**src/rtl/systolic_pkg.sv**
```systemverilog
// Shared types and sizing helpers for the systolic array sequencer.
// Imported by the sequencer top and its edge skew lines.
package systolic_pkg;

   typedef enum logic [2:0] {
      S_IDLE,
      S_CLEAR,
      S_FEED,
      S_DRAIN,
      S_READOUT
   } state_e;

   // Cycles for the last operand pair to cross the grid corner to corner.
   function automatic int drain_len(input int n);
      return 2 * n - 1;
   endfunction

   function automatic int res_w(input int dw);
      return 2 * dw;
   endfunction

   // One counter serves both FEED (up to K-1) and DRAIN (up to 2N-2).
   function automatic int cnt_w(input int kw, input int n);
      int dcw;
      dcw = $clog2(2 * n);
      return (kw > dcw) ? kw : dcw;
   endfunction

endpackage

```
**src/rtl/systolic_ctrl_skew_line.sv**
```systemverilog
// Zero-reset delay line of DEPTH stages; DEPTH=0 is a plain wire.
// Staggers one operand lane so wavefronts meet on the grid diagonal.
module skew_line
   import systolic_pkg::*;
#(
   parameter int DEPTH = 1,
   parameter int DW    = 32
) (
   input  logic          clk,
   input  logic          rst,
   input  logic [DW-1:0] d_i,
   output logic [DW-1:0] q_o
);

   if (DEPTH == 0) begin : g_pass
      logic unused_clk_rst;
      assign unused_clk_rst = clk ^ rst;
      assign q_o = d_i;
   end else begin : g_delay
      logic [DW-1:0] stage_q [DEPTH];

      always_ff @(posedge clk or negedge rst) begin
         if (!rst) begin
            for (int s = 0; s < DEPTH; s++) stage_q[s] <= '0;
         end else begin
            stage_q[0] <= d_i;
            for (int s = 1; s < DEPTH; s++) stage_q[s] <= stage_q[s-1];
         end
      end

      assign q_o = stage_q[DEPTH-1];
   end

endmodule

```
**src/rtl/systolic_ctrl.sv**
```systemverilog
// Sequencer for an N x N output-stationary systolic MAC array: clear,
// feed K skewed operand slices, drain, then stream result rows out.
module systolic_ctrl
   import systolic_pkg::*;
#(
   parameter int N  = 4,
   parameter int DW = 32,
   parameter int KW = 8,
   localparam int RW = (N > 1) ? $clog2(N) : 1
) (
   input  logic                  clk,
   input  logic                  rst,
   input  logic                  start,
   input  logic [KW-1:0]         k_len,
   output logic                  busy,
   output logic                  done,
   output logic                  arr_clr_n,
   output logic                  op_rd_en,
   output logic [KW-1:0]         op_rd_k,
   input  logic [N*DW-1:0]       a_rd_data,
   input  logic [N*DW-1:0]       b_rd_data,
   output logic [N*DW-1:0]       west_vec,
   output logic [N*DW-1:0]       north_vec,
   input  logic [N*N*2*DW-1:0]   result_flat,
   output logic                  res_valid,
   input  logic                  res_ready,
   output logic [RW-1:0]         res_row,
   output logic [N*2*DW-1:0]     res_data
);

   localparam int PW = res_w(DW);
   localparam int DL = drain_len(N);
   localparam int CW = cnt_w(KW, N);

   state_e        state_q, state_d;
   logic [KW-1:0] k_q, k_d;
   logic [CW-1:0] cnt_q, cnt_d;
   logic [RW-1:0] row_q, row_d;
   logic          done_q, done_d;
   logic          clr_n_q;
   logic          rd_vld_q;

   always_ff @(posedge clk or negedge rst) begin
      if (!rst) begin
         state_q  <= S_IDLE;
         k_q      <= '0;
         cnt_q    <= '0;
         row_q    <= '0;
         done_q   <= 1'b0;
         clr_n_q  <= 1'b1;
         rd_vld_q <= 1'b0;
      end else begin
         state_q  <= state_d;
         k_q      <= k_d;
         cnt_q    <= cnt_d;
         row_q    <= row_d;
         done_q   <= done_d;
         clr_n_q  <= (state_d != S_CLEAR);
         rd_vld_q <= (state_q == S_FEED);
      end
   end

   always_comb begin
      state_d = state_q;
      k_d     = k_q;
      cnt_d   = cnt_q;
      row_d   = row_q;
      done_d  = 1'b0;
      case (state_q)
         S_IDLE: begin
            if (start) begin
               k_d     = k_len;
               state_d = S_CLEAR;
            end
         end
         S_CLEAR: begin
            cnt_d   = '0;
            row_d   = '0;
            state_d = (k_q != '0) ? S_FEED : S_READOUT;
         end
         S_FEED: begin
            if (cnt_q == CW'(k_q) - CW'(1)) begin
               cnt_d   = '0;
               state_d = S_DRAIN;
            end else begin
               cnt_d = cnt_q + CW'(1);
            end
         end
         S_DRAIN: begin
            if (cnt_q == CW'(DL - 1)) begin
               cnt_d   = '0;
               state_d = S_READOUT;
            end else begin
               cnt_d = cnt_q + CW'(1);
            end
         end
         S_READOUT: begin
            if (res_ready) begin
               if (row_q == RW'(N - 1)) begin
                  row_d   = '0;
                  done_d  = 1'b1;
                  state_d = S_IDLE;
               end else begin
                  row_d = row_q + RW'(1);
               end
            end
         end
         default: state_d = S_IDLE;
      endcase
   end

   assign busy      = (state_q != S_IDLE);
   assign done      = done_q;
   assign arr_clr_n = clr_n_q;
   assign op_rd_en  = (state_q == S_FEED);
   assign op_rd_k   = op_rd_en ? cnt_q[KW-1:0] : '0;
   assign res_valid = (state_q == S_READOUT);
   assign res_row   = row_q;
   assign res_data  = res_valid ? result_flat[int'(row_q)*N*PW +: N*PW] : '0;

   // Buffer data is only trusted the cycle after a read; otherwise inject zeros.
   for (genvar i = 0; i < N; i++) begin : g_lane
      logic [DW-1:0] a_lane, b_lane;
      assign a_lane = rd_vld_q ? a_rd_data[i*DW +: DW] : '0;
      assign b_lane = rd_vld_q ? b_rd_data[i*DW +: DW] : '0;

      skew_line #(.DEPTH(i), .DW(DW)) u_west (
         .clk (clk),
         .rst (rst),
         .d_i (a_lane),
         .q_o (west_vec[i*DW +: DW])
      );

      skew_line #(.DEPTH(i), .DW(DW)) u_north (
         .clk (clk),
         .rst (rst),
         .d_i (b_lane),
         .q_o (north_vec[i*DW +: DW])
      );
   end

endmodule

```
**config.mk**
```make
export PLATFORM = sky130hd
export DESIGN_NAME = systolic_ctrl
export DESIGN_NICKNAME = d
export VERILOG_FILES = /design/src/rtl/systolic_pkg.sv /design/src/rtl/systolic_ctrl_skew_line.sv /design/src/rtl/systolic_ctrl.sv
export SDC_FILE = /design/constraint.sdc
export NUM_CORES = 1
export LEC_CHECK = 0
export BUFFER_PORTS_ARGS = -buffer_cell sky130_fd_sc_hd__buf_4
export CORE_AREA = 8 8 711 713
export CTS_BUF_LIST = sky130_fd_sc_hd__clkbuf_8 sky130_fd_sc_hd__clkbuf_16
export DETAILED_ROUTE_END_ITERATION = 12
export DIE_AREA = 0 0 719 721
export PLACE_DENSITY = 0.3
export SYNTH_ARGS = -nofsm -noshare
export SYNTH_HDL_FRONTEND = slang
export SYNTH_SLANG_ARGS = --single-unit
```
**constraint.sdc**
```tcl
create_clock -name clk -period 3.4 [get_ports clk]
set_clock_uncertainty 0.1 [all_clocks]
set_input_delay 0.34 -clock clk [delete_from_list [all_inputs] [get_ports clk]]
set_output_delay 0.34 -clock clk [all_outputs]
set_load 0.02 [all_outputs]
```
==> results of run 1 <==
## cells in the mapped netlist (all sizes together), types with 6 or more instances
cell    count  share of area
a21oi       6         0.0014
and2      266          0.077
and3      260          0.075
buf       162          0.052
clkbuf    118          0.021
dfrtp     407           0.47
mux4      256           0.27
nand2      33         0.0057
nand3      13         0.0030
nor2       13         0.0023
## layout make-up
cell class / count / area, sq um / share of cell area
flip-flops and latches: 408 / 10200 / 0.213
well taps: 6525 / 8160 / 0.170
inverters: 6 / 22.5 / 0.000470
multi-input cells: 902 / 10100 / 0.210
clock buffers: 57 / 1360 / 0.0284
clock inverters: 36 / 378 / 0.00789
repair buffers: 2140 / 17500 / 0.365
diodes: 81 / 203 / 0.00423
## placed cells by master (no fill, tap or decap), types with 6 or more instances in the layout
cell / netlist / final
buf_4: 128 / 1837
dfrtp_1: 407 / 403
and2_1: 266 / 266
mux4_2: 256 / 256
dlygate4sd3_1: 0 / 202
and3_1: 260 / 196
diode_2: 0 / 81
clkbuf_16: 0 / 53
buf_6: 1 / 53
and3_4: 0 / 52
nand2_1: 33 / 33
buf_12: 0 / 27
nand3_1: 13 / 13
and3_2: 0 / 12
inv_1: 5 / 11
nor2_1: 13 / 11
buf_16: 0 / 11
a21oi_1: 6 / 6
clkinv_4: 0 / 6
clkbuf_8: 0 / 6
clkinv_2: 0 / 6
## stage by stage
stage | instances | hold slack [ns] | utilization
after floorplan | 1596 | -0.0556 | -
after global placement | 9753 | 0.231 | 0.0868
after detailed placement | 9754 | 0.235 | 0.0868
after CTS | 10071 | 0.0461 | 0.0962
after global routing | 10100 | 0.0654 | 0.0965
final | 10155 | 0.0988 | 0.0968
## worst max-delay path: cells and delay by family, from the launching register on
family                 cells  cell delay [ns]
buffers and inverters      5             0.77
flip-flops                 1             0.43
multiplexers               1             0.66
AND/OR/NAND/NOR            1             0.25
## registers in the layout (all words and copies together) (netlist names)
signal	flops
g_lane.u_west.q_o	96
rd_vld_q	1
cnt_q	8
g_lane.u_north.g_delay.stage_q	96
done	1
res_row	2
arr_clr_n	1
g_lane.u_west.g_delay.stage_q	96
k_q	8
state_q	3
g_lane.u_north.q_o	96
## final timing paths
| kind | start | endpoint | slack [ns] |
|---|---|---|---|
| worst max-delay path | res_row[0] | res_data[145] | 0.11 |
| worst min-delay path | start | arr_clr_n | 0.1 |
| worst max register to register | k_q[2] | cnt_q[2] | 0.60 |
| worst min register to register | g_lane[2].u_west.g_delay.stage_q[43] | g_lane[2].u_west.q_o[11] | 0.20 |
| max in group asynchronous | rst | g_lane[1].u_west.q_o[5] | 1.96 |
| min in group asynchronous | rst | g_lane[2].u_north.q_o[7] | 0.14 |
## power groups by stage
| stage | Clock, mW | Sequential [mW] | Combinational (mW) |
|---|---|---|---|
| after CTS | 6.26 | 7.09 | 11.0 |
| final | 5.85 | 7.03 | 10.6 |
| after global routing | 6.35 | 7.22 | 11.3 |
| after detailed placement | 0 | 7.19 | 10.4 |
| after global placement | 0 | 7.20 | 10.5 |
| after floorplan | 0 | 6.91 | 4.48 |
## per-layer routing
| metal | part of all wire | vias to the layer above | track usage |
|---|---|---|---|
| met5 | 0.0023 | - | 0 |
| met1 | 0.42 | 13174 | 0.175 |
| met3 | 0.084 | 573 | 0.0488 |
| met4 | 0.020 | 134 | 0.0195 |
| li1 | - | 9631 | - |
| met2 | 0.48 | 1850 | 0.239 |
## logic make-up after synthesis
logic type,synth area share
AO/OA/AOI/OAI,0.00812
AND/OR/NAND/NOR,0.169
multiplexers,0.268
flip-flops,0.474
buffers and inverters,0.0736
XOR/XNOR,0.00406
adder cells (fa/ha/maj),0.00290
## timing repair
action                                  in CTS  in global routing
resized for setup                          131                 11
endpoints found under the hold margin      271                  0
hold buffers                               202                  0
gates cloned                                 4                  2
endpoints found under the setup margin     241                 71
pin swaps                                    4                  0
setup buffers                               19                  1
==> results.md, run 1 <==
* Worst Setup Slack post-DPL at 0.113 ns
* Vias in the first global route at 26.1k
* Tcrit/Tclk final at 0.968
* Avg WL per Cell at 37.7 microns
* Final Setup Violations at 0
* Slew headroom at 0.473
* Initial drt markers at 2030
* Fmax at 304 MHz
* Syn avg cell area at 13.5 sq um
* Post-route antenna net violation count at 0
* Synth async-reset ratio at 1.00
* FF-to-FF path depth at 6
* RD Place Congestion at 1.05
* Clk pwr share at 0.249
* CTS clk-pin slew, worst paths at 0.06 ns
* Combinational share of power at 0.452
* H-tree depth at 2
* CP Capture Type: primary output
* Worst-Skew Late Latency at 0.68 ns
* VDD IR max at 405 uV
* Cell variety after synth at 40
* P_leak at 20.6 nW
* #FFs+latches synth at 408
* Setup TNS at 0 ns
* Worst-margin pin slew at 0.791 ns
* Internal Power at 13.9 mW
* Outcome: finished clean
* Initial Utilization at 0.0436
* TritonCTS clock tree: built
* HPWL Detailed at 348 mm
* EDFF count, synth at 0
* Hold Crit Class: input port to flop
* Cell Chain, Critical Path: buf_6 -> buf_12 -> buf_16 -> buf_12 -> mux4_2 -> and3_1 -> buf_4
* Finished layout cell area at 0.0479 sq mm
* Placed Instance Area at 0.0430 sq mm
* Final-report hold violation count at 0
* I/O Pins at 1819
* Final Max Tran Viols at 0
* Net count of the mapped netlist at 2893
* Die Area at 0.518 sq mm
* Vert. Die Dim at 721 microns
* Layout cells sized above 1 at 0.664
* Setup CP Type: flop to primary output
* Worst path slowest cell: mux4_2
* PD cells at 491 mW/mm^2
* Clock sinks at 408
* Initial antenna violation count at 414
* Synth Flop Type: dfrtp_1
* CP required at 2.96 ns
* Syn. warnings at 0
* Tot Pwr at 23.5 mW
* Final min period at 3.29 ns
* Largest net degree at the start of global routing at 92
* Core Box Area at 0.495 sq mm
* Root Driver: clkbuf_16
* Drt first pass iters at 5
* Register area share after synthesis at 0.474
* Final Worst Setup Slack at 0.108 ns
* Crit start category: flop
* Sequential share of power at 0.299
* Hold path depth at 3
* Crit Path Max Fanout at 10
* Unrepaired setup endpoints after global routing: true
* Clock Tree Buf Depth at 3
* Die Wd at 719 microns
* # rows at 259
* Net Sw Frac at 0.409
* Crit-path max cell delay at 0.66 ns
* Filler cell count at 57.2k
* Synthesis-to-layout area growth at 122%
* First-pass GRT wire length at 448 mm
* Total CTS buffers at 51
* Final WL at 383 mm
* Tot GR Track Use at 0.141
* Vias per inst at 2.50
* Synthesized area at 0.0216 sq mm
* Total global routing overflow at 0
* # nets final at 4806
* Crit path DAT at 2.85 ns
* Port Buffer Count at 1818
* Sw Pwr at 9.63 mW
* Max Cap Viol at 0
* Cells after synthesis at 1596
* Most frequent CP cell: buf_12
* Via Count at 25.4k
* Residual DRC at 0
(Power assumes the default switching activity.)
==> run 2, diff against run 1 <==
--- a/config.mk
+++ b/config.mk
@@ -6,11 +6,13 @@
 export NUM_CORES = 1
 export LEC_CHECK = 0
 export BUFFER_PORTS_ARGS = -buffer_cell sky130_fd_sc_hd__buf_4
-export CORE_AREA = 8 8 711 713
+export CELL_PAD_IN_SITES_DETAIL_PLACEMENT = 2
+export CELL_PAD_IN_SITES_GLOBAL_PLACEMENT = 2
+export CORE_AREA = 8 8 705 707
 export CTS_BUF_LIST = sky130_fd_sc_hd__clkbuf_8 sky130_fd_sc_hd__clkbuf_16
 export DETAILED_ROUTE_END_ITERATION = 12
-export DIE_AREA = 0 0 719 721
-export PLACE_DENSITY = 0.3
+export DIE_AREA = 0 0 713 715
+export PLACE_DENSITY = 0.37
 export SYNTH_ARGS = -nofsm -noshare
 export SYNTH_HDL_FRONTEND = slang
 export SYNTH_SLANG_ARGS = --single-unit
==> run 2 against run 1 <==
Highest routed layer unchanged. Power is 4.6% higher. Fmax down 0.38%. Largest power group unchanged. Critical path depth shrank 1. Largest cell class unchanged. Critical endpoint is now res_data[47]. Register-to-register slack about the same. Sequential cell count unchanged. Count of clock-buffer cells in the layout is 12 higher. Critical path type unchanged. Sequential power hardly changed. Worst hold slack gained 0.010 ns. Worst setup slack got worse by 0.013 ns.
==> results.md, run 2 (synthesis results as in run 1) <==
* # rows at 256 (-1.2%)
* First-pass GRT wire length at 426 mm (-4.8%)
* HPWL Detailed at 326 mm (-6.3%)
* Crit path DAT at 2.86 ns (about the same)
* Reg2Reg Setup Slack at 0.60 ns (about the same)
* CP required at 2.96 ns (about the same)
* RD Place Congestion at 0.999 (-4.9%)
* Initial antenna violation count at 415 (+0.24%)
* Largest net degree at the start of global routing at 96 (+4.3%)
* Final-report hold violation count at 0 (unchanged)
* Final min period at 3.30 ns (+0.0126 ns)
* Crit Reg-Reg Startpoint: k_q[2]
* Crit-path max cell delay at 0.58 ns (-0.08 ns)
* Residual DRC at 0 (unchanged)
* Final Non-Filler Cells at 10.1k (-0.31%)
* Setup CP Type: flop to primary output
* Clock sinks at 408 (unchanged)
* Vias in the first global route at 26.7k (+2.4%)
* Port Buffer Count at 1818 (unchanged)
* Sw Pwr at 9.87 mW (+2.5%)
* H-tree depth at 2 (unchanged)
* Worst path slowest cell: mux4_2
* Synthesis-to-layout area growth at 125%
* Hold Crit Class: input port to asynchronous set/reset pin
* Internal Power at 14.7 mW (+6.1%)
* Clock Tree Buf Depth at 3 (unchanged)
* Cells after DPL at 9678 (-0.78%)
* Drt first pass iters at 4 (-1)
* CTS clk-pin slew, worst paths at 0.09 ns (+0.03 ns)
* Tcrit/Tclk final at 0.972 (+0.00372)
* Core Box Area at 0.485 sq mm (-2.0%)
* Combinational share of power at 0.440 (-0.012)
* Initial drt markers at 1398 (-31%)
* Outcome: finished clean
* Met1 Use GR at 0.149 (-0.0263)
* TritonCTS clock tree: built
* Vias per inst at 2.46 (-1.4%)
* Crit Path Max Fanout at 11 (+1)
* Clk pwr share at 0.275 (+0.026)
* PD cells at 506 mW/mm^2 (+3.1%)
* Final Worst Setup Slack at 0.0957 ns (-0.0126 ns)
* Post-layout util at 0.100 (+0.00343)
* Worst Setup Slack post-DPL at 0.575 ns (+0.462 ns)
* Max Cap Viol at 0 (unchanged)
* Top Usage Layer GRT: met2
* Finished layout cell area at 0.0486 sq mm (+1.5%)
* Commonest cells after routing, fill and taps aside: buf_4, dfrtp_1, and2_1
* Via Count at 24.9k (-1.7%)
* CP top delay family: buffers and inverters
* Avg WL per Cell at 35.6 microns (-5.5%)
* Met3 Resource Use GR at 0.0548 (+0.00598)
* # nets final at 4816 (+0.21%)
* Fmax at 303 MHz (-0.38%)
* Worst-margin pin slew at 0.811 ns (+0.0199 ns)
* Total global routing overflow at 0 (unchanged)
* Net Sw Frac at 0.401 (-0.00841)
* Initial Utilization at 0.0445 (+0.000889)
* Layout cells sized above 1 at 0.671 (+0.00674)
* Placed Instance Area at 0.0428 sq mm (-0.31%)
* Final WL at 361 mm (-5.8%)
* Final Max Tran Viols at 0 (unchanged)
* Reg2reg end: cnt_q[2]
* Post-route antenna net violation count at 0 (unchanged)
* Met2 GRT Util at 0.243 (+0.00391)
* P_leak at 20.7 nW (+0.89%)
* VDD IR max at 368 uV (-9.2%)
* Total CTS buffers at 59 (+16%)
* Worst-Skew Late Latency at 0.75 ns (+0.07 ns)
* Worst Path Buf+Inv at 4 (-1)
* I/O Pins at 1819 (unchanged)
* Sequential share of power at 0.285 (-0.014)
* Unrepaired setup endpoints after global routing: true
* Most frequent CP cell: buf_12
* CP Capture Type: primary output
* Commonest non-fill, non-tap cell in the layout: buf_4
* Slew headroom at 0.458 (-0.0144)
* FF-to-FF path depth at 6 (unchanged)
* Tot GR Track Use at 0.135 (-0.00536)
* Die Area at 0.510 sq mm (-1.7%)
* Die Wd at 713 microns (-0.83%)
* Cell Chain, Critical Path: buf_12 -> bufbuf_16 -> mux4_2 -> and3_1 -> buf_12 -> buf_4
* Final Setup Violations at 0 (unchanged)
* Setup TNS at 0 ns (unchanged)
* Crit start category: flop
* Vert. Die Dim at 715 microns (-0.83%)
* Root Driver: clkbuf_16
[run 2: cell types whose count changed in the layout (fill, tap and decap cells not counted), sizes merged]
cell	delta
diode	+26
clkinvlp	-3
bufinv	+4
buf	+4
inv	+4
clkbuf	+11
bufbuf	-2
clkinv	-1
dlygate4sd3	+1
[run 2: area by class of cell]
class | count | area (sq um)
diodes | 107 | 268
clock buffers | 69 | 1610
clock inverters | 40 | 472
fillers | 56538 | 436000
inverters | 6 | 22.5
multi-input cells | 902 | 10200
flip-flops and latches | 408 | 10200
well taps | 6450 | 8070
repair buffers | 2142 | 17700
[run 2: worst max path at each step]
stage	startpoint	endpoint	slack, ns	depth (start not counted)
after floorplan	res_row[0]	res_data[218]	0.69	5
after global placement	k_q[2]	cnt_q[2]	0.38	6
after detailed placement	k_q[2]	cnt_q[2]	0.57	6
after CTS	res_row[0]	res_data[45]	-0.10	7
after global routing	res_row[0]	res_data[45]	-0.05	7
final	res_row[0]	res_data[47]	0.1	6
[run 2: metal layers]
metal,vias to the layer above,wire (microns)
met5,-,1080
met4,170,10800
met3,619,32100
met2,1649,182000
met1,12814,135000
li1,9675,-
[run 2: power groups by stage]
stage / combinational, mW / clock, mW / sequential [mW]
after global routing: 11.6 / 7.38 / 7.21
after global placement: 10.5 / 0 / 7.17
after floorplan: 4.48 / 0 / 6.91
after CTS: 11.3 / 7.29 / 7.10
final: 10.8 / 6.77 / 7.01
after detailed placement: 10.5 / 0 / 7.18
[run 2: worst reg2reg max path: stages (launching register included)]
cell	delay, ns
dfrtp_1	0.46
or4_1	0.56
or3_1	0.34
a2111oi_2	0.40
o2111ai_2	0.41
a31oi_1	0.32
mux2i_1	0.10
[run 2: per-stage QoR]
stage | power, mW | hold slack (ns)
6_report | 24.6 | 0.109
3_5_place_dp | 17.7 | 0.236
4_1_cts | 25.7 | 0.0574
3_3_place_gp | 17.7 | 0.231
5_1_grt | 26.1 | 0.0945
2_1_floorplan | 11.4 | -0.0556
[run 2: timing repair]
| item | 4_1_cts | 5_1_grt |
|---|---|---|
| endpoints found under the setup margin | 221 | 45 |
| pin swaps | 1 | 0 |
| cloned | 9 | 1 |
| buffers inserted | 12 | 8 |
| hold buffers | 203 | 0 |
| endpoints found under the hold margin | 330 | 0 |
| gates resized for setup | 215 | 8 |
